[config.mk]
export PLATFORM = sky130hd
export DESIGN_NAME = ysyx_22050854_imm_enc
export DESIGN_NICKNAME = d
export VERILOG_FILES = /design/src/rtl/ysyx_22050854_imm_enc.sv
export SDC_FILE = /design/constraint.sdc
export NUM_CORES = 1
export LEC_CHECK = 0
export CORE_ASPECT_RATIO = 0.7
export CORE_MARGIN = 2
export CORE_UTILIZATION = 45
export CTS_BUF_LIST = sky130_fd_sc_hd__clkbuf_4 sky130_fd_sc_hd__clkbuf_8
export DETAILED_ROUTE_END_ITERATION = 16
export PLACE_DENSITY = 0.86
export SETUP_SLACK_MARGIN = 0.1
export SKIP_CTS_REPAIR_TIMING = 1
export SLEW_MARGIN = 20
export SYNTH_ARGS = -nofsm -noshare
export SYNTH_HDL_FRONTEND = slang
export SYNTH_SLANG_ARGS = --single-unit
[constraint.sdc]
create_clock -name clk -period 3.34 [get_ports clk]
set_clock_uncertainty 0.15 [all_clocks]
set_input_delay 0.668 -clock clk [delete_from_list [all_inputs] [get_ports clk]]
set_output_delay 0.668 -clock clk [all_outputs]
set_load 0.005 [all_outputs]
[src/rtl/ysyx_22050854_imm_enc.sv]
// ysyx_22050854_imm_enc: streaming RISC-V instruction encoder.
// Packs a 64-bit immediate plus opcode/register fields into a 32-bit word
// using the 3-bit ExtOP format code. It has one registered output entry with
// valid/ready on both sides, and it range-checks each beat.
//
// Ports:
//   clk, rst_n        clock, asynchronous active-low reset
//   in_valid/in_ready command handshake (in_ready is combinational on out_ready)
//   in_fmt            000 I, 001 U, 010 S, 011 B, 100 J, 101 raw7, 11x illegal
//   in_opcode, in_funct3, in_rd, in_rs1, in_rs2, in_imm   command fields
//   out_valid/out_ready  output beat handshake
//   out_instr, out_last, out_err  encoded beat, final-beat flag, error flag
//   err_cnt           saturating count of completed error beats
//
// Optional feature: define YSYX_22050854_IMM_ENC_SPLIT_EN to expand an
// out-of-range ADDI into a LUI + ADDI pair.
module ysyx_22050854_imm_enc #(
  parameter int unsigned ERR_CNT_W = 8
) (
  input  logic                 clk,
  input  logic                 rst_n,
  input  logic                 in_valid,
  output logic                 in_ready,
  input  logic [2:0]           in_fmt,
  input  logic [6:0]           in_opcode,
  input  logic [2:0]           in_funct3,
  input  logic [4:0]           in_rd,
  input  logic [4:0]           in_rs1,
  input  logic [4:0]           in_rs2,
  input  logic [63:0]          in_imm,
  output logic                 out_valid,
  input  logic                 out_ready,
  output logic [31:0]          out_instr,
  output logic                 out_last,
  output logic                 out_err,
  output logic [ERR_CNT_W-1:0] err_cnt
);

  localparam int unsigned INSTR_W = 32;
  localparam logic [6:0] OP_LUI  = 7'b0110111;
  localparam logic [6:0] OP_ADDI = 7'b0010011;

  typedef enum logic [1:0] {
`ifdef YSYX_22050854_IMM_ENC_SPLIT_EN
    S_FULL_PEND = 2'd2,
`endif
    S_EMPTY     = 2'd0,
    S_FULL      = 2'd1
  } state_t;

  state_t               state, state_n;
  logic                 valid_q, valid_n;
  logic [INSTR_W-1:0]   instr_q, instr_n;
  logic                 last_q, last_n;
  logic                 err_q, err_n;
  logic [ERR_CNT_W-1:0] cnt_q, cnt_n;

  logic [INSTR_W-1:0]   enc_instr;
  logic                 enc_err;
  logic                 enc_last;
  logic                 fit12, fit13, fit21, fit32;
  logic                 accept;

`ifdef YSYX_22050854_IMM_ENC_SPLIT_EN
  logic [INSTR_W-1:0]   pend_q, pend_n;
  logic                 enc_split;
  logic                 split_win;
  logic [19:0]          lui_hi;
  logic [INSTR_W-1:0]   enc_pend;
`endif

  // Signed-fit checks: the immediate equals the sign extension of its low bits.
  assign fit12 = (in_imm == {{52{in_imm[11]}}, in_imm[11:0]});
  assign fit13 = (in_imm == {{51{in_imm[12]}}, in_imm[12:0]});
  assign fit21 = (in_imm == {{43{in_imm[20]}}, in_imm[20:0]});
  assign fit32 = (in_imm == {{32{in_imm[31]}}, in_imm[31:0]});

  assign in_ready = (state == S_EMPTY) || ((state == S_FULL) && out_ready);
  assign accept   = in_valid && in_ready;

`ifdef YSYX_22050854_IMM_ENC_SPLIT_EN
  // The upper bound leaves room for the +1 carry of imm[11] into the LUI part.
  assign split_win = fit32 && (in_imm[31] || (in_imm[30:0] <= 31'h7FFF_F7FF));
  assign lui_hi    = in_imm[31:12] + 20'(in_imm[11]);
  assign enc_pend  = {in_imm[11:0], in_rd, 3'b000, in_rd, OP_ADDI};
`endif

  // Format encoder and range check for the incoming command.
  always_comb begin
    enc_instr = '0;
    enc_err   = 1'b0;
    enc_last  = 1'b1;
`ifdef YSYX_22050854_IMM_ENC_SPLIT_EN
    enc_split = 1'b0;
`endif
    case (in_fmt)
      3'b000: begin
        enc_instr = {in_imm[11:0], in_rs1, in_funct3, in_rd, in_opcode};
        enc_err   = !fit12;
      end
      3'b001: begin
        enc_instr = {in_imm[31:12], in_rd, in_opcode};
        enc_err   = (in_imm[11:0] != 12'd0) || !fit32;
      end
      3'b010: begin
        enc_instr = {in_imm[11:5], in_rs2, in_rs1, in_funct3, in_imm[4:0], in_opcode};
        enc_err   = !fit12;
      end
      3'b011: begin
        enc_instr = {in_imm[12], in_imm[10:5], in_rs2, in_rs1, in_funct3,
                     in_imm[4:1], in_imm[11], in_opcode};
        enc_err   = in_imm[0] || !fit13;
      end
      3'b100: begin
        enc_instr = {in_imm[20], in_imm[10:1], in_imm[11], in_imm[19:12], in_rd, in_opcode};
        enc_err   = in_imm[0] || !fit21;
      end
      3'b101: begin
        enc_instr = {25'd0, in_imm[6:0]};
        enc_err   = |in_imm[63:7];
      end
      default: begin
        enc_instr = '0;
        enc_err   = 1'b1;
      end
    endcase
`ifdef YSYX_22050854_IMM_ENC_SPLIT_EN
    // Out-of-range ADDI inside the window becomes LUI now, ADDI next beat.
    if ((in_fmt == 3'b000) && (in_opcode == OP_ADDI) && (in_funct3 == 3'b000) &&
        !fit12 && split_win) begin
      enc_instr = {lui_hi, in_rd, OP_LUI};
      enc_err   = 1'b0;
      enc_last  = 1'b0;
      enc_split = 1'b1;
    end
`endif
  end

  // Next-state and output-register logic.
  always_comb begin
    state_n = state;
    valid_n = valid_q;
    instr_n = instr_q;
    last_n  = last_q;
    err_n   = err_q;
    cnt_n   = cnt_q;
`ifdef YSYX_22050854_IMM_ENC_SPLIT_EN
    pend_n  = pend_q;
`endif
    if (valid_q && out_ready && err_q && (cnt_q != '1)) begin
      cnt_n = cnt_q + ERR_CNT_W'(1);
    end
    case (state)
      S_EMPTY, S_FULL: begin
        if (accept) begin
          valid_n = 1'b1;
          instr_n = enc_instr;
          last_n  = enc_last;
          err_n   = enc_err;
          state_n = S_FULL;
`ifdef YSYX_22050854_IMM_ENC_SPLIT_EN
          if (enc_split) begin
            state_n = S_FULL_PEND;
            pend_n  = enc_pend;
          end
`endif
        end else if ((state == S_FULL) && out_ready) begin
          valid_n = 1'b0;
          state_n = S_EMPTY;
        end
      end
`ifdef YSYX_22050854_IMM_ENC_SPLIT_EN
      S_FULL_PEND: begin
        if (out_ready) begin
          instr_n = pend_q;
          last_n  = 1'b1;
          err_n   = 1'b0;
          state_n = S_FULL;
        end
      end
`endif
      default: begin
        valid_n = 1'b0;
        state_n = S_EMPTY;
      end
    endcase
  end

  // State and output registers.
  always_ff @(posedge clk or negedge rst_n) begin
    if (!rst_n) begin
      state   <= S_EMPTY;
      valid_q <= 1'b0;
      instr_q <= '0;
      last_q  <= 1'b0;
      err_q   <= 1'b0;
      cnt_q   <= '0;
`ifdef YSYX_22050854_IMM_ENC_SPLIT_EN
      pend_q  <= '0;
`endif
    end else begin
      state   <= state_n;
      valid_q <= valid_n;
      instr_q <= instr_n;
      last_q  <= last_n;
      err_q   <= err_n;
      cnt_q   <= cnt_n;
`ifdef YSYX_22050854_IMM_ENC_SPLIT_EN
      pend_q  <= pend_n;
`endif
    end
  end

  assign out_valid = valid_q;
  assign out_instr = instr_q;
  assign out_last  = last_q;
  assign out_err   = err_q;
  assign err_cnt   = cnt_q;

endmodule
==> results of run 1 <==
[layer usage]
layer	vias to the layer above	track usage
met4	0	0.09390
met1	1525	0.3995
li1	1521	-
met5	-	0
met2	204	0.4321
met3	34	0.09736
[flip-flops by register name, indices dropped and copies added, names as in the netlist]
register,cells
out_valid,1
out_last,1
err_cnt,8
out_err,1
out_instr,32
[path summary, 6_finish.rpt]
path                                 start            end  slack (ns)
worst max-delay path            in_imm[50]        out_err        0.55
worst min-delay path              out_last       out_last        0.33
worst max register to register  err_cnt[0]     err_cnt[5]        1.56
worst min register to register    out_last       out_last        0.33
max in group asynchronous            rst_n   out_instr[4]        2.07
min in group asynchronous            rst_n  out_instr[27]        0.37
[placed cells by master, fill, tap and decap left out, types with 6 or more instances in the layout]
cell                              synthesis  routed
sky130_fd_sc_hd__a21oi_1                 28      28
sky130_fd_sc_hd__a22oi_1                 13      13
sky130_fd_sc_hd__a2bb2oi_1                7       7
sky130_fd_sc_hd__buf_4                    0      12
sky130_fd_sc_hd__clkdlybuf4s50_1          0     138
sky130_fd_sc_hd__dfrtp_1                 43      43
sky130_fd_sc_hd__inv_1                   12      12
sky130_fd_sc_hd__mux2_2                   7       7
sky130_fd_sc_hd__nand2_1                 40      40
sky130_fd_sc_hd__nand3_1                  8       8
sky130_fd_sc_hd__nand4_1                 20      20
sky130_fd_sc_hd__nor2_1                  25      25
sky130_fd_sc_hd__nor2b_1                 11      11
sky130_fd_sc_hd__nor3_1                   6       6
sky130_fd_sc_hd__nor4_1                  10      10
sky130_fd_sc_hd__o21ai_0                 23      23
sky130_fd_sc_hd__o21ai_1                  9       9
sky130_fd_sc_hd__o22ai_1                  6       6
sky130_fd_sc_hd__or4_1                    8       8
[report_power, final]
| part | switching [mW] | internal (mW) |
|---|---|---|
| registers | 0.0745 | 0.609 |
| clock network | 0.177 | 0.163 |
| logic | 0.223 | 0.352 |
[critical path, delay by kind of cell]
family	cells	cell delay (ns)
compound gates	2	0.51
buf+inv	1	0.43
simple gates	4	1.21
[metrics by stage]
stage	power, mW	worst slack (ns)	hold slack, ns
after CTS	1.608	0.5945	0.3242
after global routing	1.688	0.4706	0.3346
after floorplan	0.8778	0.9409	0.2224
after detailed placement	1.265	0.2935	0.3040
after global placement	1.248	0.2843	0.2987
final	1.600	0.5516	0.3252
[layout make-up]
cell class                      instances  area, um2
Tap cell                               75      93.84
Inverter                               14      52.55
Timing Repair Buffer                  151       1476
Sequential cell                        43       1076
Multi-Input combinational cell        258       1538
Clock buffer                            7      83.83
Clock inverter                          1      5.005
Fill cell                             430       1459
[cell families after synthesis]
group | Yosys count | synth area share
flops | 43 | 0.3941
compound gates | 96 | 0.2122
buf+inv | 31 | 0.04262
mux | 9 | 0.03621
simple gates | 142 | 0.2754
xor+xnor | 8 | 0.02567
fa+ha+maj | 3 | 0.01375
==> metrics.sh, run 1 <==
NUMPORTBUFFERS=139
ENDPOINT_KIND='register'
POSTROUTEANTENNANETS=0
DIE_W_UM=97.10
MET3ROUTEDLENGTH_UM=1152
MET2ROUTEDLENGTH_UM=4209
YOSYS.CELL_TYPES.COUNT=40
ANTENNA_FOUND_INITIAL=0
TIMING.SLEW.HEADROOM=0.3541
CAP_VIOLATIONS=0
SYNTH_EDF_COUNT=0
DR.PASS1.ITERS=5
TOP_CELLS_BY_AREA_SYNTH='sky130_fd_sc_hd__dfrtp_1, sky130_fd_sc_hd__nand2_1, sky130_fd_sc_hd__a21oi_1'
VDD_DROP_MAX_V=0.0003175
WORST_PATH_MAX_DELAY_CELL='sky130_fd_sc_hd__or4_4'
WIRE_PER_INST_UM=17.77
DRC=0
SYNTH.CELL_AREA_UM2=2730
GRT_START_MAX_NET_PINS=44
FINISH.INSTANCE_AREA_UM2=4325
POST-ROUTE-UTIL=0.7478
FLOORPLAN.CORE_AREA_UM2=5784
HOLD_DEPTH=1
FINAL.SETUP.TNS_NS=0
WL_MET1_UM=4172
HTREE_NUM_LEVELS=2
POST_DP_CELL_AREA_UM2=4237
UNREPAIRED_SETUP_ENDPOINTS_AFTER_GLOBAL_ROUTING='false'
NUMPLACEDINSTANCES=541
NETLIST.TOP_CELL.BY_AREA='sky130_fd_sc_hd__dfrtp_1'
CTS-BUFFERS-INSERTED=5
POWER_DENSITY_nW_PER_UM2=369.9
PLACEMENTROWS=23
DRT_WL_TOTAL_UM=9754
CTS.SINKS=43
TIMING.CRITICAL_PATH.SLOWEST_CELL_DELAY_NS=0.55
FINAL_CELL_COUNT_NO_FILL=549
PERIOD_NEEDED_NS=2.788
WORST_SLEW_PIN_SLEW_NS=0.9689
DETAILEDPLACEMENTHPWL_UM=7691
SETUP.WORST_PATH.CLASS='in -> reg'
TIMING.FINAL.MAX_SLEW_VIOLATIONS=0
IO_PINS=140
POSTSYNTHNETCOUNT=431
SYNTH-WARNING-COUNT=0
SYNTH_TOP_AREA_SHARE=0.3941
NUM_ANTENNA_CELLS=0
FINALHOLDVIOLCOUNT=0
FINAL_MIN_PERIOD_OVER_CLOCK_PERIOD=0.8348
FIN_NETS=572
DETAILROUTE.VIA_COUNT=3284
SYN_TO_FINAL_GROWTH_PCT=58.43
WORSTSETUPSTARTPOINTTYPE='input port'
DRIVE_GT1_FRAC=0.06962
INITIAL_CORE_UTILIZATION=0.4720
SYNTHFLOPTYPE='sky130_fd_sc_hd__dfrtp_1'
SYNTH_SEQ_CELLS=43
CTS.CLK_SLEW.WORST_PATHS_NS=0.08
CRITPATHREQUIREDTIME_NS=3.38
CLKLATENCYLATEPIN_NS=0.29
ROUTED.TOP_LAYER='met4'
FMAX_MHz=358.6
DIE_AREA_UM2=6716
GRT_FIRST_PASS_WIRELENGTH_UM=15800
P_LEAK_nW=1.685
TRITONCTS='done'
RUN_STATUS='complete, no violations'
SYN_AVG_CELL_AREA_UM2=8.223
WORSTPATHCELLLIST='clkdlybuf4s50_1 -> or4_4 -> nor4_2 -> nand4_1 -> o31ai_1 -> nand2_1 -> a211o_1'
MIN-DELAY-PATH-CLASS='reg -> reg'
CTSROOTBUFFERMASTER='sky130_fd_sc_hd__clkbuf_8'
SYNTHMOSTINSTANTIATEDCELL='sky130_fd_sc_hd__dfrtp_1'
CP_MAX_FO=3
CTS-ROOT-TO-SINK-BUFFERS=2
SYNTH-SEQ-AREA-SHARE=0.3941
NUMBER_OF_INSTANCES_IN_THE_SYNTHESIZED_NETLIST=332
AVGVIACOUNTPERCELL=5.982
VIA_COUNT_OF_THE_FIRST_GLOBAL_ROUTING_PASS=3165
GLOBALROUTE.TOTALOVERFLOW=0
SYNTH_COMMONEST_CELLS='sky130_fd_sc_hd__dfrtp_1, sky130_fd_sc_hd__nand2_1, sky130_fd_sc_hd__a21oi_1'
GLOBAL_ROUTE.USAGE.TOTAL=0.2900
INITIALDRTVIOLATIONCOUNT=270
FINALWEIGHTEDCONGESTION=0.9454
REG2REG_DEPTH=6
TIMING.CRITICAL_PATH.ARRIVAL_NS=2.82
SETUP_VIOL_COUNT_FINAL=0
ASYNC_RESET_FF_FRAC=1.000
DIE_H_UM=69.17
Power figures use the tool's default switching activity.
==> run 2, diff against run 1 <==
CORE_UTILIZATION = 37   (was 45)
PLACE_DENSITY = 0.75   (was 0.86)
clock period = 2.4 ns   (was 3.34 ns; I/O delays follow)
==> run 2 against run 1 <==
Net effect:
- total power is 48% higher
- sequential share of layout area is 2.7 points lower
- utilization is 7.6 points lower
- critical endpoint unchanged
==> metrics.sh, run 2 (synthesis gave the netlist of run 1 again) <==
MIN-DELAY-PATH-CLASS='in -> async'
DRT_WL_TOTAL_UM=10380
SETUP.WORST_PATH.CLASS='in -> reg'
TIMING.SLEW.HEADROOM=0.5556
FMAX_MHz=424.6
WORST_R2R_STARTPOINT='err_cnt[0]'
POWER.TOTAL_mW=2.364
DETAILEDPLACEMENTHPWL_UM=8250
VDD_DROP_MAX_V=0.0003587
INITIALDRTVIOLATIONCOUNT=265
RUN_STATUS='complete, no violations'
PLACEMENTROWS=26
CLKLATENCYLATEPIN_NS=0.29
DP_SLACK_NS=-0.4883
CTS-BUFFERS-INSERTED=5
REG2REG_DEPTH=6
ANTENNA_FOUND_INITIAL=0
LARGEST_REGISTER_FFS=32
SETUP_VIOL_COUNT_FINAL=0
AVGVIACOUNTPERCELL=5.473
NUMPORTBUFFERS=139
DIE_H_UM=75.87
WORSTSETUPSTARTPOINTTYPE='input port'
DIE_W_UM=106.7
CTS-ROOT-TO-SINK-BUFFERS=2
FINAL_CELL_COUNT_NO_FILL=609
GLOBAL_ROUTE.USAGE.TOTAL=0.2633
LAYOUT_COMMONEST_CELL='sky130_fd_sc_hd__clkdlybuf4s50_1'
PERIOD_NEEDED_NS=2.355
CTS.SINKS=43
FINAL.FILL_COUNT=593
FINAL_MIN_PERIOD_OVER_CLOCK_PERIOD=0.9814
CAP_VIOLATIONS=0
FINAL.SETUP.TNS_NS=0
INITIAL_CORE_UTILIZATION=0.3780
GRT_FIRST_PASS_WIRELENGTH_UM=16640
IO_PINS=140
SETUP.WORST_PATH.START='in_imm[22]'
DRC=0
CTSROOTBUFFERMASTER='sky130_fd_sc_hd__clkbuf_8'
TIMING.FINAL.MAX_SLEW_VIOLATIONS=0
NUMPLACEDINSTANCES=601
DIE_AREA_UM2=8093
FIN_NETS=610
DESTINATION_OF_THE_WORST_REGISTER_TO_REGISTER_TIMING_PATH='err_cnt[7]'
WORST_SLEW_PIN_SLEW_NS=0.6665
SETUP_WS_NS=0.04473
FINALHOLDVIOLCOUNT=0
CP_MAX_FO=3
POWER_DENSITY_nW_PER_UM2=487.4
GLOBALROUTE.TOTALOVERFLOW=0
UNREPAIRED_SETUP_ENDPOINTS_AFTER_GLOBAL_ROUTING='true'
WIRE_PER_INST_UM=17.05
DR.PASS1.ITERS=5
VIA_COUNT_OF_THE_FIRST_GLOBAL_ROUTING_PASS=3362
CTS.CLK_SLEW.WORST_PATHS_NS=0.08
FLOORPLAN.CORE_AREA_UM2=7222
TRITONCTS='done'
DETAILROUTE.VIA_COUNT=3333
WORST_SETUP_PATH_ENDPOINT='out_err'
MOST-COMMON-LAYOUT-CELLS='sky130_fd_sc_hd__clkdlybuf4s50_1, sky130_fd_sc_hd__buf_4, sky130_fd_sc_hd__dfrtp_1, sky130_fd_sc_hd__nand2_1, sky130_fd_sc_hd__dlymetal6s2s_1'
HTREE_NUM_LEVELS=2
NUM_ANTENNA_CELLS=0
TIMING.CRITICAL_PATH.ARRIVAL_NS=2.39
P_LEAK_nW=2.214
ENDPOINT_KIND='register'
CRITPATHREQUIREDTIME_NS=2.43
GRT_START_MAX_NET_PINS=54
SYN_TO_FINAL_GROWTH_PCT=77.64
POSTROUTEANTENNANETS=0
HOLD_SLACK_NS=0.1084
FINALWEIGHTEDCONGESTION=0.9487
WORST_R2R_SETUP_SLACK_NS=0.65
DRIVE_GT1_FRAC=0.1644
## run 2: cell count changes in the layout (fill, tap and decap cells not counted), sizes merged
| cell | delta |
|---|---|
| buf | +38 |
| clkdlybuf4s50 | -33 |
| dlymetal6s2s | +33 |
| bufinv | +1 |
| clkbuf | -1 |
| clkinv | -1 |
## run 2: how the worst min path moves through the flow
stage	from	endpoint	slack (ns)	depth (start not counted)
final	rst_n	out_instr[22]	0.11	2
after floorplan	rst_n	err_cnt[0]	0.03	0
after global placement	out_last	out_last	0.30	1
after CTS	rst_n	out_last	0.12	2
after detailed placement	out_last	out_last	0.32	1
after global routing	rst_n	out_last	0.15	2
## run 2: routing by layer
| layer | up-vias | routed length [um] | track usage | part of all wire |
|---|---|---|---|---|
| li1 | 1588 | - | - | - |
| met1 | 1582 | 4838 | 0.3629 | 0.47 |
| met2 | 153 | 4594 | 0.4317 | 0.44 |
| met3 | 10 | 877 | 0.06587 | 0.084 |
| met4 | 0 | 72 | 0.04618 | 0.0069 |
| met5 | - | 0 | 0 | 0 |
## run 2: layout make-up
type	count	area, um2	area share
Clock buffer	6	76.32	0.01574
Sequential cell	43	1076	0.2219
Tap cell	98	122.6	0.02528
Multi-Input combinational cell	258	1623	0.3346
Inverter	14	52.55	0.01084
Timing Repair Buffer	189	1869	0.3854
Clock inverter	1	30.03	0.006192
## run 2: critical path, cell delays in order
cell and delay, ns:
sky130_fd_sc_hd__clkdlybuf4s50_1 0.45, sky130_fd_sc_hd__or4_4 0.45, sky130_fd_sc_hd__nor2_4 0.15, sky130_fd_sc_hd__nand4_1 0.19, sky130_fd_sc_hd__buf_4 0.19, sky130_fd_sc_hd__o221ai_2 0.12, sky130_fd_sc_hd__o21ai_1 0.09, sky130_fd_sc_hd__a211o_1 0.27
## run 2: through the flow
step | utilization | instance area, um2
2_1_floorplan | - | 2730
3_3_place_gp | 0.6325 | 4568
3_5_place_dp | 0.6325 | 4568
4_1_cts | 0.6473 | 4674
5_1_grt | 0.6715 | 4850
6_report | 0.6715 | 4850
## run 2: power breakdown
part / total (mW) / switching, mW / internal [mW]
Clock: 0.556 / 0.239 / 0.316
Combinational: 0.851 / 0.325 / 0.527
Sequential: 0.957 / 0.109 / 0.848
Total: 2.36 / 0.673 / 1.69
==> run 3, diff against run 2 <==
clock period = 2.1 ns   (was 2.4 ns; I/O delays follow)
==> run 3 against run 2 <==
Net effect:
- the run now ends with negative setup slack left
- global-route usage grew 0.28 points
- utilization grew 1.6 points
- first-iteration DRC count grew 16%
- combinational power grew 17%
- die area is the same
- cell area grew 2.3%
- count of clock-buffer cells in the layout grew 1
- total power grew 11%
- sequential power grew 14%
- hold slack gained 0.22 ns
- sequential share of layout area shrank 0.50 points
- highest routed layer unchanged
==> metrics.sh, run 3 (synthesis gave the netlist of run 1 again) <==
POWER_DENSITY_nW_PER_UM2=528.2
DETAILROUTE.VIA_COUNT=3463
CTS.SINKS=43
MOST-COMMON-LAYOUT-CELLS='sky130_fd_sc_hd__clkdlybuf4s50_1, sky130_fd_sc_hd__buf_4, sky130_fd_sc_hd__dfrtp_1, sky130_fd_sc_hd__nand2_1, sky130_fd_sc_hd__dlymetal6s2s_1'
CP_MAX_FO=3
TIMING.CRITICAL_PATH.ARRIVAL_NS=2.32
HP-START='out_instr[21]'
TRITONCTS='done'
CRITPATHREQUIREDTIME_NS=2.13
NUMPLACEDINSTANCES=611
TIMING.CRITICAL_PATH.SLOWEST_CELL_DELAY_NS=0.45
ANTENNA_FOUND_INITIAL=0
UNREPAIRED_SETUP_ENDPOINTS_AFTER_GLOBAL_ROUTING='true'
DIE_H_UM=75.87
CLKLATENCYLATEPIN_NS=0.30
IO_PINS=140
CTSROOTBUFFERMASTER='sky130_fd_sc_hd__clkbuf_8'
DETAILEDPLACEMENTHPWL_UM=8389
CTS-BUFFERS-INSERTED=5
PLACEMENTROWS=26
VIA_COUNT_OF_THE_FIRST_GLOBAL_ROUTING_PASS=3402
NUMPORTBUFFERS=139
SETUP.WORST_PATH.CLASS='in -> reg'
VDD_DROP_MAX_V=0.0005049
HTREE_NUM_LEVELS=2
ENDPOINT_KIND='register'
SEQ_AREA_UM2=1076
POSTROUTEANTENNANETS=0
DIE_AREA_UM2=8093
GLOBALROUTE.TOTALOVERFLOW=0
AVGVIACOUNTPERCELL=5.550
SETUP_VIOL_COUNT_FINAL=1
CTS.CLK_SLEW.WORST_PATHS_NS=0.08
DRC=0
FINISH.INSTANCE_AREA_UM2=4962
DIE_W_UM=106.7
WORST_PATH_MAX_DELAY_CELL='sky130_fd_sc_hd__or4_4'
CPLARGESTDELAYFAMILY='simple AND/OR/NAND/NOR gates'
NUM_ANTENNA_CELLS=0
CAP_VIOLATIONS=0
POST_DP_CELL_AREA_UM2=4643
FINAL_MIN_PERIOD_OVER_CLOCK_PERIOD=1.092
VIOLATIONS_IN_THE_FINAL_REPORTS='negative setup slack'
WORST_R2R_SETUP_SLACK_NS=0.33
WORST_SLEW_PIN_SLEW_NS=0.4997
GRT_START_MAX_NET_PINS=54
WORSTSETUPSTARTPOINTTYPE='input port'
FIN_NETS=624
FINALHOLDVIOLCOUNT=0
TIMING.CRITICAL_PATH.BUF_INV=1
FINAL_CELL_COUNT_NO_FILL=624
WORSTPATHCELLLIST='clkdlybuf4s50_1 -> or4_4 -> nor2_4 -> nand4_1 -> o31ai_2 -> nand2_1 -> a211o_1'
P_LEAK_nW=2.322
GLOBAL_ROUTE.USAGE.TOTAL=0.2661
CTS-ROOT-TO-SINK-BUFFERS=2
SETUP_WS_NS=-0.1924
INITIAL_CORE_UTILIZATION=0.3780
DRIVE_GT1_FRAC=0.2053
WORST_R2R_STARTPOINT='err_cnt[0]'
FLOORPLAN.CORE_AREA_UM2=7222
DRT_WL_TOTAL_UM=10780
FINALWEIGHTEDCONGESTION=0.9847
FINAL.FILL_COUNT=605
PERIOD_NEEDED_NS=2.292
RUN_STATUS='finished with violations'
LAYOUT_COMMONEST_CELL='sky130_fd_sc_hd__clkdlybuf4s50_1'
MIN-DELAY-PATH-CLASS='reg -> reg'
LARGEST_REGISTER_FFS=32
SYN_TO_FINAL_GROWTH_PCT=81.76
TIMING.SLEW.HEADROOM=0.6669
DR.PASS1.ITERS=5
WIRE_PER_INST_UM=17.27
TOTAL_AREA_OF_MULTI_INPUT_COMBINATIONAL_CELLS_UM2=1634
GRT_FIRST_PASS_WIRELENGTH_UM=16820
FMAX_MHz=436.2
SETUP.WORST_PATH.START='in_imm[21]'
INITIALDRTVIOLATIONCOUNT=307
TIMING.FINAL.MAX_SLEW_VIOLATIONS=0
==> run 3: layout make-up <==
cell class,instances,share of cell area
inverters,14,0.01059
clock buffers,7,0.01689
flip-flops and latches,43,0.2168
well taps,98,0.02471
multi-input cells,258,0.3293
clock inverters,1,0.001009
repair buffers,203,0.4007
==> run 3: stage by stage <==
| stage | setup TNS, ns | power [mW] | hold slack [ns] | setup slack, ns | util |
|---|---|---|---|---|---|
| final | -0.1924 | 2.621 | 0.3320 | -0.1924 | 0.6871 |
| after global routing | -0.2225 | 2.790 | 0.3690 | -0.2225 | 0.6871 |
| after CTS | -0.3872 | 2.627 | -0.06485 | -0.3703 | 0.6552 |
| after detailed placement | -3.854 | 2.085 | 0.2596 | -0.6780 | 0.6429 |
| after global placement | -3.013 | 2.059 | 0.2696 | -0.6615 | 0.6429 |
| after floorplan | -0.05110 | 1.396 | -0.02559 | -0.05110 | - |
==> run 3: routing by layer <==
layer	GRT usage	vias to the layer above	routed length, um
met1	0.3542	1637	4962
met5	0	-	0
met2	0.4437	178	4787
met4	0.07504	0	214
li1	-	1615	-
met3	0.06074	33	810
==> run 3: tightest hold or removal path, stage by stage, from the launching register on <==
cell	delay, ns
sky130_fd_sc_hd__dfrtp_1	0.35
sky130_fd_sc_hd__nand2_1	0.05
sky130_fd_sc_hd__o21ai_0	0.06
==> run 3: power breakdown <==
group | total [mW] | internal (mW) | switching [mW]
logic | 0.997 | 0.617 | 0.380
clock network | 0.533 | 0.259 | 0.274
registers | 1.09 | 0.969 | 0.121
==> run 3: final timing paths <==
path                       cells past startpoint            end
max                                            7        out_err
min                                            2  out_instr[21]
max reg2reg                                    6     err_cnt[7]
min reg2reg                                    2  out_instr[21]
max in group asynchronous                      3   out_instr[5]
min in group asynchronous                      2  out_instr[22]
